## src/rtl/lim_counter_chain_pkg.sv

```systemverilog
`default_nettype none
// ============================================================================
// Module : lim_counter_chain_pkg
// Brief  : Shared state and direction encodings for the limited counter chain.
// Rev    : 1.0  initial release
// ============================================================================
package lim_counter_chain_pkg;

    // Run-control states of the counter chain
    typedef enum logic [1:0] {
        ST_STOPPED = 2'd0,
        ST_RUNNING = 2'd1,
        ST_DONE    = 2'd2
    } state_t;

    // Count direction as seen on the dir input
    localparam logic DIR_UP   = 1'b0;
    localparam logic DIR_DOWN = 1'b1;

endpackage
`default_nettype wire

```

## src/rtl/lim_digit.sv

```systemverilog
`default_nettype none
// ============================================================================
// Module : lim_digit
// Brief  : One combinational modulo-L digit: step up/down with carry/borrow,
//          plus saturation of a preset digit to L-1.
// Rev    : 1.0  initial release
// ============================================================================
module lim_digit
    import lim_counter_chain_pkg::*;
#(
    parameter int W = 4
) (
    input  logic [W-1:0] i_val,
    input  logic [W-1:0] i_lim,
    input  logic         i_ci,
    input  logic         i_dir,
    input  logic [W-1:0] i_load_digit,
    output logic [W-1:0] o_next,
    output logic         o_co,
    output logic [W-1:0] o_clamp
);

    // A limit of 2**W is encoded as 0 in W bits; subtracting 1 yields all ones,
    // so the largest legal digit value is correct for every supported limit.
    logic [W-1:0] w_max;
    assign w_max = i_lim - W'(1);

    // Step the digit by one in the selected direction when carry/borrow arrives
    always_comb begin
        o_next = i_val;
        o_co   = 1'b0;
        if (i_ci) begin
            case (i_dir)
                DIR_UP: begin
                    if (i_val == w_max) begin
                        o_next = '0;
                        o_co   = 1'b1;
                    end else begin
                        o_next = i_val + W'(1);
                    end
                end
                DIR_DOWN: begin
                    if (i_val == '0) begin
                        o_next = w_max;
                        o_co   = 1'b1;
                    end else begin
                        o_next = i_val - W'(1);
                    end
                end
                default: begin
                    o_next = i_val;
                    o_co   = 1'b0;
                end
            endcase
        end
    end

    // Saturate an out-of-range preset digit to the largest legal value
    always_comb begin
        o_clamp = (i_load_digit > w_max) ? w_max : i_load_digit;
    end

endmodule
`default_nettype wire

```

## src/rtl/lim_counter_chain.sv

```systemverilog
`default_nettype none
// ============================================================================
// Module : lim_counter_chain
// Brief  : Registered cascade of DIGITS limited counters with up/down mode,
//          run control, wrap-or-stop end of count, parallel load and a lap
//          (display freeze) register. Timebase of the stopwatch/countdown.
// Rev    : 1.0  initial release
// ============================================================================
module lim_counter_chain
    import lim_counter_chain_pkg::*;
#(
    parameter int                    DIGITS = 4,
    parameter int                    W      = 4,
    parameter logic [DIGITS*W-1:0]   LIMITS = {4'd6, 4'd10, 4'd6, 4'd10},
    parameter bit                    WRAP   = 1'b1
) (
    input  logic                  clk,
    input  logic                  reset_n,
    input  logic                  tick,
    input  logic                  start,
    input  logic                  stop,
    input  logic                  clear,
    input  logic                  load,
    input  logic [DIGITS*W-1:0]   load_val,
    input  logic                  dir,
    input  logic                  lap,
    output logic [DIGITS*W-1:0]   count,
    output logic [DIGITS*W-1:0]   disp,
    output logic                  running,
    output logic                  carry_out,
    output logic                  done
);

    state_t                r_state;
    state_t                w_state_nxt;
    logic [DIGITS*W-1:0]   r_count;
    logic [DIGITS*W-1:0]   w_count_nxt;
    logic [DIGITS*W-1:0]   r_disp;
    logic                  r_frozen;
    logic                  r_carry;
    logic                  w_carry_nxt;

    logic [DIGITS:0]       w_ci;
    logic [DIGITS*W-1:0]   w_step_val;
    logic [DIGITS*W-1:0]   w_clamp_val;
    logic                  w_step;
    logic                  w_term;

    // The least significant digit always receives the step
    assign w_ci[0] = 1'b1;

    generate
        for (genvar gi = 0; gi < DIGITS; gi++) begin : g_digit
            lim_digit #(
                .W (W)
            ) u_digit (
                .i_val        (r_count[gi*W +: W]),
                .i_lim        (LIMITS[gi*W +: W]),
                .i_ci         (w_ci[gi]),
                .i_dir        (dir),
                .i_load_digit (load_val[gi*W +: W]),
                .o_next       (w_step_val[gi*W +: W]),
                .o_co         (w_ci[gi+1]),
                .o_clamp      (w_clamp_val[gi*W +: W])
            );
        end
    endgenerate

    // Carry out of the top digit means every digit sat at its end value
    assign w_term = w_ci[DIGITS];
    assign w_step = (r_state == ST_RUNNING) && tick;

    // Next state: clear/load force STOPPED; a terminal tick without wrap ends in DONE
    always_comb begin
        w_state_nxt = r_state;
        if (clear || load) begin
            w_state_nxt = ST_STOPPED;
        end else begin
            case (r_state)
                ST_STOPPED: if (start && !stop) w_state_nxt = ST_RUNNING;
                ST_RUNNING: begin
                    if (tick && w_term && (WRAP == 1'b0)) begin
                        w_state_nxt = ST_DONE;
                    end else if (stop) begin
                        w_state_nxt = ST_STOPPED;
                    end
                end
                ST_DONE:    w_state_nxt = ST_DONE;
                default:    w_state_nxt = ST_STOPPED;
            endcase
        end
    end

    // Next count and wrap pulse: clear beats load beats a step
    always_comb begin
        w_count_nxt = r_count;
        w_carry_nxt = 1'b0;
        if (clear) begin
            w_count_nxt = '0;
        end else if (load) begin
            w_count_nxt = w_clamp_val;
        end else if (w_step) begin
            if (!(w_term && (WRAP == 1'b0))) begin
                w_count_nxt = w_step_val;
                w_carry_nxt = w_term;
            end
        end
    end

    // State, count and wrap-pulse registers
    always_ff @(posedge clk or negedge reset_n) begin
        if (!reset_n) begin
            r_state <= ST_STOPPED;
            r_count <= '0;
            r_carry <= 1'b0;
        end else begin
            r_state <= w_state_nxt;
            r_count <= w_count_nxt;
            r_carry <= w_carry_nxt;
        end
    end

    // Display follows count one cycle behind unless frozen; any lap reloads it
    always_ff @(posedge clk or negedge reset_n) begin
        if (!reset_n) begin
            r_disp   <= '0;
            r_frozen <= 1'b0;
        end else begin
            if (lap || !r_frozen) begin
                r_disp <= r_count;
            end
            r_frozen <= clear ? 1'b0 : (r_frozen ^ lap);
        end
    end

    assign count     = r_count;
    assign disp      = r_disp;
    assign running   = (r_state == ST_RUNNING);
    assign done      = (r_state == ST_DONE);
    assign carry_out = r_carry;

endmodule
`default_nettype wire

```

## config.mk

```make
export PLATFORM = sky130hd
export DESIGN_NAME = lim_counter_chain
export DESIGN_NICKNAME = d
export VERILOG_FILES = /design/src/rtl/lim_counter_chain_pkg.sv /design/src/rtl/lim_digit.sv /design/src/rtl/lim_counter_chain.sv
export SDC_FILE = /design/constraint.sdc
export NUM_CORES = 1
export LEC_CHECK = 0
export CAP_MARGIN = 20
export CORE_UTILIZATION = 25
export DETAILED_ROUTE_END_ITERATION = 6
export PLACE_DENSITY = 0.45
export SYNTH_ARGS = -nofsm -noshare
export SYNTH_HDL_FRONTEND = slang
export SYNTH_SLANG_ARGS = --single-unit
export TNS_END_PERCENT = 50
```

## constraint.sdc

```tcl
create_clock -name clk -period 2.6 [get_ports clk]
set_clock_uncertainty 0.2 [all_clocks]
set_input_delay 0.26 -clock clk [delete_from_list [all_inputs] [get_ports clk]]
set_output_delay 0.26 -clock clk [all_outputs]
set_load 0.02 [all_outputs]
```

Word-level counts from Yosys, hierarchy flattened
Index checks and enable logic that the tools add are counted.
{"block": "classes", "n_addsub": 8, "order_cmp": 4, "n_eq_ne": 8, "muxes": 45, "bitwise": 2, "reduce_logical": 19}
{"operator": "4-bit two-way mux", "count": 15}
{"operator": "16-bit two-way mux", "count": 3}
{"operator": "4-bit case mux with 2 select lines", "count": 4}
{"operator": "4-bit by 1-bit adder with 4-bit output, second input constant", "count": 4}
{"operator": "4-bit logical NOT", "count": 4}
{"operator": "4-bit by 1-bit subtractor with 4-bit output, second input constant", "count": 4}
{"operator": "1-bit two-way mux", "count": 15}
{"operator": "3-bit nonzero test", "count": 4}
{"operator": "4-bit by 3-bit equality test with 1-bit output, second input constant", "count": 2}
{"operator": "4-bit equality test, second input constant", "count": 2}
{"operator": "4-bit by 3-bit greater-than comparator with 1-bit output, second input constant", "count": 2}
{"operator": "4-bit greater-than comparator, second input constant", "count": 2}
{"operator": "1-bit case mux with 2 select lines", "count": 4}
{"operator": "2-bit AND reduction", "count": 4}
{"operator": "2-bit two-way mux", "count": 3}
{"operator": "2-bit case mux with 3 select lines", "count": 1}
{"operator": "3-bit by 2-bit != test with 1-bit output, second input constant", "count": 1}
{"operator": "3-bit != test, second input constant", "count": 1}
{"operator": "2-bit by 1-bit equality test with 1-bit output, second input constant", "count": 1}
{"operator": "2-bit equality test, second input constant", "count": 1}
{"operator": "1-bit logical AND", "count": 2}
{"operator": "1-bit logical NOT", "count": 2}
{"operator": "2-bit logical NOT", "count": 1}
{"operator": "1-bit logical OR", "count": 2}
{"operator": "other kinds (2)", "count": 2}
{"block": "totals", "ff_bits": 36, "input_bits": 25, "output_inout_bits": 35}

Depth between registers and ports, before layout
Gate-level depths: netlist (run 1).
{"block": "logic_depth", "depth_word": 9, "mapped_depth": 7, "depth_no_buf": 7}

Cells and area by module
A second synthesis (run 1) with hierarchy kept.
{"block": "unflattened", "hier_cells": 406, "area_unflattened_um2": 3857.4}
{"mod": "lim_digit", "instances": 4, "cells_per_inst": 71, "area_each_um2": 540.5, "seq_area_each_um2": 0.0}
{"mod": "lim_counter_chain", "instances": 1, "cells_per_inst": 122, "area_each_um2": 1695.4, "seq_area_each_um2": 900.9}

Worst setup path before layout (run 1)
Ideal clock, no wire load.
{"block": "synth_path", "path_type": "register to register", "startpoint": "reg r_count[8] (netlist: count[8])", "endpoint": "reg r_count[13] (netlist: count[13])", "setup_ns": 0.125, "arrival_ns": 1.917, "slack_ns": 0.359, "stages_incl_launch_ff": 8, "period_less_slack_ns": 2.241, "path_cell_list": "dfrtp_1 -> inv_1 -> ha_1 -> or2b_2 -> mux2i_1 -> nand4_4 -> nand2_1 -> mux2_2"}
{"block": "synth_via", "elab_chain_cells": 6}
{"element": "start, declared", "line_no": "lim_counter_chain.sv:36", "text": "logic [DIGITS*W-1:0] r_count;"}
{"element": "start signal, assigned", "line_no": "lim_counter_chain.sv:118", "text": "r_count <= w_count_nxt;"}
{"element": "4-bit equality test or 4-bit logical NOT (tied branches)", "line_no": "lim_digit.sv:35, lim_digit.sv:43"}
{"element": "1-bit two-way mux, on equally long branches", "line_no": "lim_digit.sv:35, lim_digit.sv:43"}
{"element": "1-bit case mux with 2 select lines (*)", "line_no": "lim_digit.sv:33", "text": "case (i_dir)"}
{"element": "1-bit two-way mux (*)", "line_no": "lim_digit.sv:32", "text": "if (i_ci) begin"}
{"element": "3-bit nonzero test (no source line) (*)"}
{"element": "2-bit AND reduction (no source line) (*)"}
Mark *: on every way between the ends. The rest lies on a longest branch, timed or not.
A chain may end at the register's enable or synchronous reset.

Final worst setup path (run 1)
{"block": "layout_path", "startpoint": "reg r_count[9] (netlist: count[9])", "endpoint": "reg r_count[14] (netlist: count[14])"}
The elaborated chain is that of the path after synthesis.

==> results of run 1 <==
-- per-stage QoR --
stage / cells / util (%)
floorplan: 261 / -
global placement: 448 / 34.11
detailed placement: 448 / 34.11
CTS: 457 / 35.41
global route: 457 / 35.41
finish: 457 / 35.41
-- cells in the mapped netlist (2+ instances only) --
cell | n | area share [%]
nor3b_1 | 2 | 0.61
nor2_1 | 15 | 2.3
buf_6 | 4 | 1.8
nor4b_1 | 3 | 1.1
nand3_1 | 5 | 1.0
o21bai_1 | 3 | 0.92
or3_1 | 3 | 0.76
nand2_1 | 33 | 5.0
a221oi_1 | 3 | 1.1
o311ai_0 | 2 | 0.71
clkbuf_1 | 6 | 0.92
nor2b_1 | 6 | 1.5
a22o_1 | 4 | 1.4
xnor2_1 | 3 | 1.1
mux2i_1 | 2 | 0.81
or2b_2 | 3 | 1.1
nand3b_1 | 5 | 1.5
ha_1 | 16 | 8.1
a21oi_1 | 12 | 2.4
mux2_2 | 7 | 3.2
nor3_1 | 4 | 0.81
a211o_1 | 2 | 0.71
a21o_1 | 2 | 0.61
o211ai_1 | 2 | 0.61
nand2b_1 | 3 | 0.76
a31oi_1 | 4 | 1.0
inv_1 | 13 | 2.0
a2111oi_0 | 2 | 0.71
a211oi_1 | 4 | 1.2
o31ai_1 | 2 | 0.61
nor4_1 | 3 | 0.76
dfrtp_1 | 36 | 37
o21ai_0 | 20 | 4.1
clkbuf_8 | 2 | 1.1
-- logic make-up after synthesis --
group | Yosys count | share of synthesized area, %
XOR/XNOR | 3 | 1.068
adder cells (fa/ha/maj) | 16 | 8.138
AND/OR/NAND/NOR | 94 | 21.16
multiplexers | 10 | 4.934
buffers and inverters | 28 | 6.511
AO/OA/AOI/OAI | 74 | 21.57
flip-flops | 36 | 36.62
-- area by class of cell --
| cell class | instances | share of cell area (%) |
|---|---|---|
| multi-input combinational | 197 | 42.16 |
| sequential | 36 | 27.15 |
| timing repair buffer | 73 | 20.89 |
| tap | 129 | 4.864 |
| clock buffer | 5 | 2.074 |
| inverter | 14 | 1.584 |
| clock inverter | 3 | 1.282 |
-- state kept, by name, indices dropped and copies added, names as in the netlist --
signal	cells
count	16
r_frozen	1
disp	16
carry_out	1
r_state	2
-- power breakdown --
group	internal [W]	leakage (nW)	total [W]	switching (W)
clock	0.000284	0.0541	0.000502	0.000218
combinational	0.000229	0.842	0.000480	0.000251
sequential	0.000602	0.476	0.000647	0.0000449
-- worst paths after layout --
path                       slack, ns  cells after the start                 start                     to
max                             0.28                      7  count[9]$_DFFE_PN0P_  count[14]$_DFFE_PN0P_
min                             0.29                      2   disp[4]$_DFFE_PN0P_    disp[4]$_DFFE_PN0P_
max reg2reg                     0.28                      7  count[9]$_DFFE_PN0P_  count[14]$_DFFE_PN0P_
min reg2reg                     0.29                      2   disp[4]$_DFFE_PN0P_    disp[4]$_DFFE_PN0P_
max in group asynchronous       1.24                      2               reset_n    disp[4]$_DFFE_PN0P_
min in group asynchronous       0.41                      2               reset_n   disp[15]$_DFFE_PN0P_
-- routing by layer --
layer	global-route usage [%]	part of all wire [%]	vias to the layer above
li1	-	-	1084
met1	18.55	48	1045
met2	23.81	48	45
met3	2.968	3.4	6
met4	3.790	0.92	0
met5	0	0	-
-- critical path: stages, from the launching register on --
cell	delay (ns)
dfrtp_1	0.40
inv_1	0.13
ha_1	0.22
or2b_2	0.34
mux2i_1	0.26
nand4_4	0.19
o21bai_1	0.22
a311oi_2	0.26
==> run_results.csv, run 1 <==
group,metric,value,unit
power_and_ir_drop,total_leakage_power,1.372,nW
sta,finalCriticalPeriod,2.323,ns
drt,first_pass_iters,4,
sta,rsz0062_at_grt,"no",
global_route,grt_pass1_vias,2209,
worst_setup_path,critPathRequiredTime,2.60,ns
clock_network,clock_latency,0.29,ns
sta,hold_violations,0,
finish,area_growth,34.89,%
die,die-area,10240,sq um
place,dpl.hpwl,5.064,mm
drt,num_vias,2180,
synthesis,async_flop_share,100.0,%
synthesis,yosys_warnings,0,
synthesis,ys_ff_latch,36,
sta,setup_viol,0,
die,die_y,101.2,um
global_route,antenna_found_initial,0,
place,place_area,3197,sq um
synthesis,synth.avg_cell_area,9.425,sq um
die,num_io_pins,60,
finish,nFillCells,1013,
clock_network,clk_pin_slew,0.08,ns
finish,multi_input_area,1399,sq um
die,core_area,9371,sq um
place,gp_congestion,0.8654,
drt,routedWlPerCell,14.82,um
place,port_buffers,59,
finish,antennaDiodeCount,0,
clock_network,clockBufferDepth,2,
clock_network,post_cts_buffers,0,
synthesis,ys_seq_area_share,36.62,%
worst_setup_path,crit_path_start_kind,"register",
sta,slew_headroom,43.01,%
clock_network,numClockSinks,36,
finish,layout_common_cells,"clkdlybuf4s50_1 (58), dfrtp_1 (36), nand2_1 (33), o21ai_0 (20), ha_1 (16)",
die,start_util,26.25,%
global_route,track_usage,14.19,%
worst_setup_path,crit_type,"register to register",
synthesis,ys.flop_type,"dfrtp_1",
sta,hold-worst-slack,0.2878,ns
finish,final_cell_area,3318,sq um
power_and_ir_drop,powerDensity,490.9,nW/um^2
synthesis,syn-cell-area,2460,sq um
drt,drtIter0Drc,59,
sta,finalCritPeriodShare,89.36,%
place,dp_slack,0.1595,ns
finish,regArea,900.9,sq um
clock_network,ctsResizeCount,0,
synthesis,syn_nets,302,
power_and_ir_drop,ir_drop,184.7,uV
clock_network,root_buffer,"clkbuf_8",
worst_setup_path,crit_path_end_kind,"register",
flow_run,drv_cap,0,
worst_setup_path,crit_arrival,2.32,ns
drt,antenna_left,0,
power_and_ir_drop,design_power_total,0.001629,W
clock_network,cts_buffers,5,
sta,drv_slew,0,
finish,drive_gt1_share,14.02,%
status,status,"finished, final reports clean",
worst_hold_path,hp-class,"register to register",
die,die_w,101.2,um
global_route,grt_max_degree,37,
sta,max_clock_freq,430.4,MHz
sta,setup_ws,0.2767,ns
die,std_cell_rows,35,
clock_network,cts_tree,"done",
sta,tightestPinTransition,0.8548,ns
finish,nNetsFinal,368,
sta,final.setup.tns,0,ns
synthesis,synth_cells,261,
clock_network,hold_buffers,1,
drt,drc,0,
clock_network,htreeDepth,2,
synthesis,synth_cell_types,59,
drt,drt_wl_total,6.773,mm
global_route,grt-ovfl-total,0,
finish,layout_commonest_cell,"clkdlybuf4s50_1",
worst_setup_path,cp_max_fo,7,
drt,vias_per_cell,4.770,
synthesis,synth_edf_count,0,
global_route,grt_pass1_wl,11.29,mm
(Power assumes the default switching activity.)
==> inputs of run 2 (changes only) <==
--- a/config.mk
+++ b/config.mk
@@ -6,9 +6,11 @@
 export NUM_CORES = 1
 export LEC_CHECK = 0
 export CAP_MARGIN = 20
-export CORE_UTILIZATION = 25
+export CELL_PAD_IN_SITES_DETAIL_PLACEMENT = 1
+export CELL_PAD_IN_SITES_GLOBAL_PLACEMENT = 2
+export CORE_UTILIZATION = 30
 export DETAILED_ROUTE_END_ITERATION = 6
-export PLACE_DENSITY = 0.45
+export PLACE_DENSITY = 0.79
 export SYNTH_ARGS = -nofsm -noshare
 export SYNTH_HDL_FRONTEND = slang
 export SYNTH_SLANG_ARGS = --single-unit
==> run 2 against run 1 <==
Against the previous run:
- global-route usage is 3.2 points higher
- sequential share of layout area up 0.33 points
- clock power is 15% lower
- first-iteration DRC count decreased by 14%
- largest cell class unchanged
- highest routed layer unchanged
==> run_results.csv, run 2 (synthesized netlist as in run 1, its figures left out) <==
group,metric,value,unit
drt,vias_per_cell,5.153,
global_route,grt_pass1_vias,2338,
sta,hold_violations,0,
finish,nFillCells,929,
global_route,grt-ovfl-total,0,
worst_setup_path,cp_max_fo,9,
clock_network,ctsResizeCount,0,
status,status,"finished, final reports clean",
finish,layout_commonest_cell,"clkdlybuf4s50_1",
clock_network,htreeDepth,2,
power_and_ir_drop,total_leakage_power,1.373,nW
finish,layout_common_cells,"clkdlybuf4s50_1 (58), dfrtp_1 (36), nand2_1 (33), o21ai_0 (20), ha_1 (16)",
worst_setup_path,critPathRequiredTime,2.58,ns
clock_network,clockBufferDepth,2,
drt,antenna_left,0,
worst_setup_path,crit_path_start_kind,"register",
global_route,track_usage,17.39,%
sta,rsz0062_at_grt,"no",
worst_setup_path,crit_path_end_kind,"register",
sta,finalCriticalPeriod,2.318,ns
worst_setup_path,crit_type,"register to register",
drt,drc,0,
clock_network,cts_buffers,5,
worst_setup_path,reg2reg_depth,7,
drt,routedWlPerCell,16.14,um
worst_setup_path,reg2reg_to,"count[11]$_DFFE_PN0P_",
sta,slew_headroom,43.27,%
clock_network,hold_buffers,1,
sta,drv_slew,0,
drt,first_pass_iters,4,
clock_network,post_cts_buffers,0,
sta,max_clock_freq,431.4,MHz
finish,nNetsFinal,370,
sta,tightestPinTransition,0.8510,ns
worst_hold_path,hold_start,"disp[13]$_DFFE_PN0P_",
place,port_buffers,59,
worst_setup_path,crit_arrival,2.30,ns
global_route,grt_max_degree,37,
sta,finalCritPeriodShare,89.15,%
flow_run,drv_cap,0,
sta,final.setup.tns,0,ns
power_and_ir_drop,design_power_total,0.001555,W
drt,drtIter0Drc,51,
clock_network,clk_pin_slew,0.08,ns
die,core_area,7848,sq um
worst_setup_path,r2r_start,"count[4]$_DFFE_PN0P_",
power_and_ir_drop,powerDensity,474.4,nW/um^2
worst_setup_path,crit_end,"count[11]$_DFFE_PN0P_",
place,dpl.hpwl,5.285,mm
worst_setup_path,critPathLaunch,"count[4]$_DFFE_PN0P_",
die,die-area,8566,sq um
die,die_w,92.55,um
sta,hold-worst-slack,0.2888,ns
die,num_io_pins,60,
clock_network,root_buffer,"clkbuf_8",
sta,setup_viol,0,
drt,num_vias,2226,
clock_network,clock_latency,0.29,ns
place,gp_congestion,0.8657,
finish,antennaDiodeCount,0,
die,std_cell_rows,32,
power_and_ir_drop,ir_drop,171.0,uV
die,die_y,92.55,um
clock_network,cts_tree,"done",
worst_hold_path,hp-class,"register to register",
finish,drive_gt1_share,13.94,%
die,start_util,31.35,%
global_route,grt_pass1_wl,11.73,mm
clock_network,numClockSinks,36,
drt,drt_wl_total,6.972,mm
worst_setup_path,rrSetupSlack,0.28,ns
finish,area_growth,33.27,%
global_route,antenna_found_initial,0,
run 2: worst min-delay path by stage:
stage | end | cells past startpoint
6_report | disp[13]$_DFFE_PN0P_ | 2
5_1_grt | r_state[0]$_DFFE_PN0P_ | 2
4_1_cts | disp[13]$_DFFE_PN0P_ | 2
3_5_place_dp | disp[6]$_DFFE_PN0P_ | 1
3_3_place_gp | disp[6]$_DFFE_PN0P_ | 1
2_1_floorplan | carry_out$_DFF_PN0_ | 0
run 2: routing by layer:
metal | track usage [%] | wire, um | vias up
li1 | - | - | 1077
met1 | 22.69 | 3235 | 1089
met4 | 5.599 | 91 | 0
met5 | 0 | 0 | -
met3 | 3.202 | 272 | 7
met2 | 28.89 | 3373 | 53
run 2: cell type report:
cell class	instances	area, sq um	area share (%)
Clock buffer	8	90.09	2.748
Inverter	14	52.55	1.603
Multi-Input combinational cell	197	1399	42.67
Sequential cell	36	900.9	27.48
Tap cell	102	127.6	3.893
Timing Repair Buffer	75	708.2	21.60
run 2: power breakdown:
part / internal, W / switching, W
clock: 0.000217 / 0.000211
sequential: 0.000602 / 0.0000510
combinational: 0.000229 / 0.000245
total: 0.00105 / 0.000507
run 2: stage by stage:
step | setup WS, ns | std cells | instance area, sq um | utilization [%]
3_3_place_gp | 0.1849 | 423 | 3178 | 40.50
3_5_place_dp | 0.05806 | 423 | 3178 | 40.50
5_1_grt | 0.04785 | 432 | 3278 | 41.77
2_1_floorplan | 0.3585 | 261 | 2460 | -
6_report | 0.2820 | 432 | 3278 | 41.77
4_1_cts | 0.2863 | 432 | 3278 | 41.77
run 2: critical path: stages, from the launching register on:
cell,delay [ns]
dfrtp_1,0.53
inv_1,0.12
ha_1,0.27
nand3b_1,0.12
a21oi_2,0.09
a21oi_1,0.44
nor2_1,0.15
a32o_1,0.29
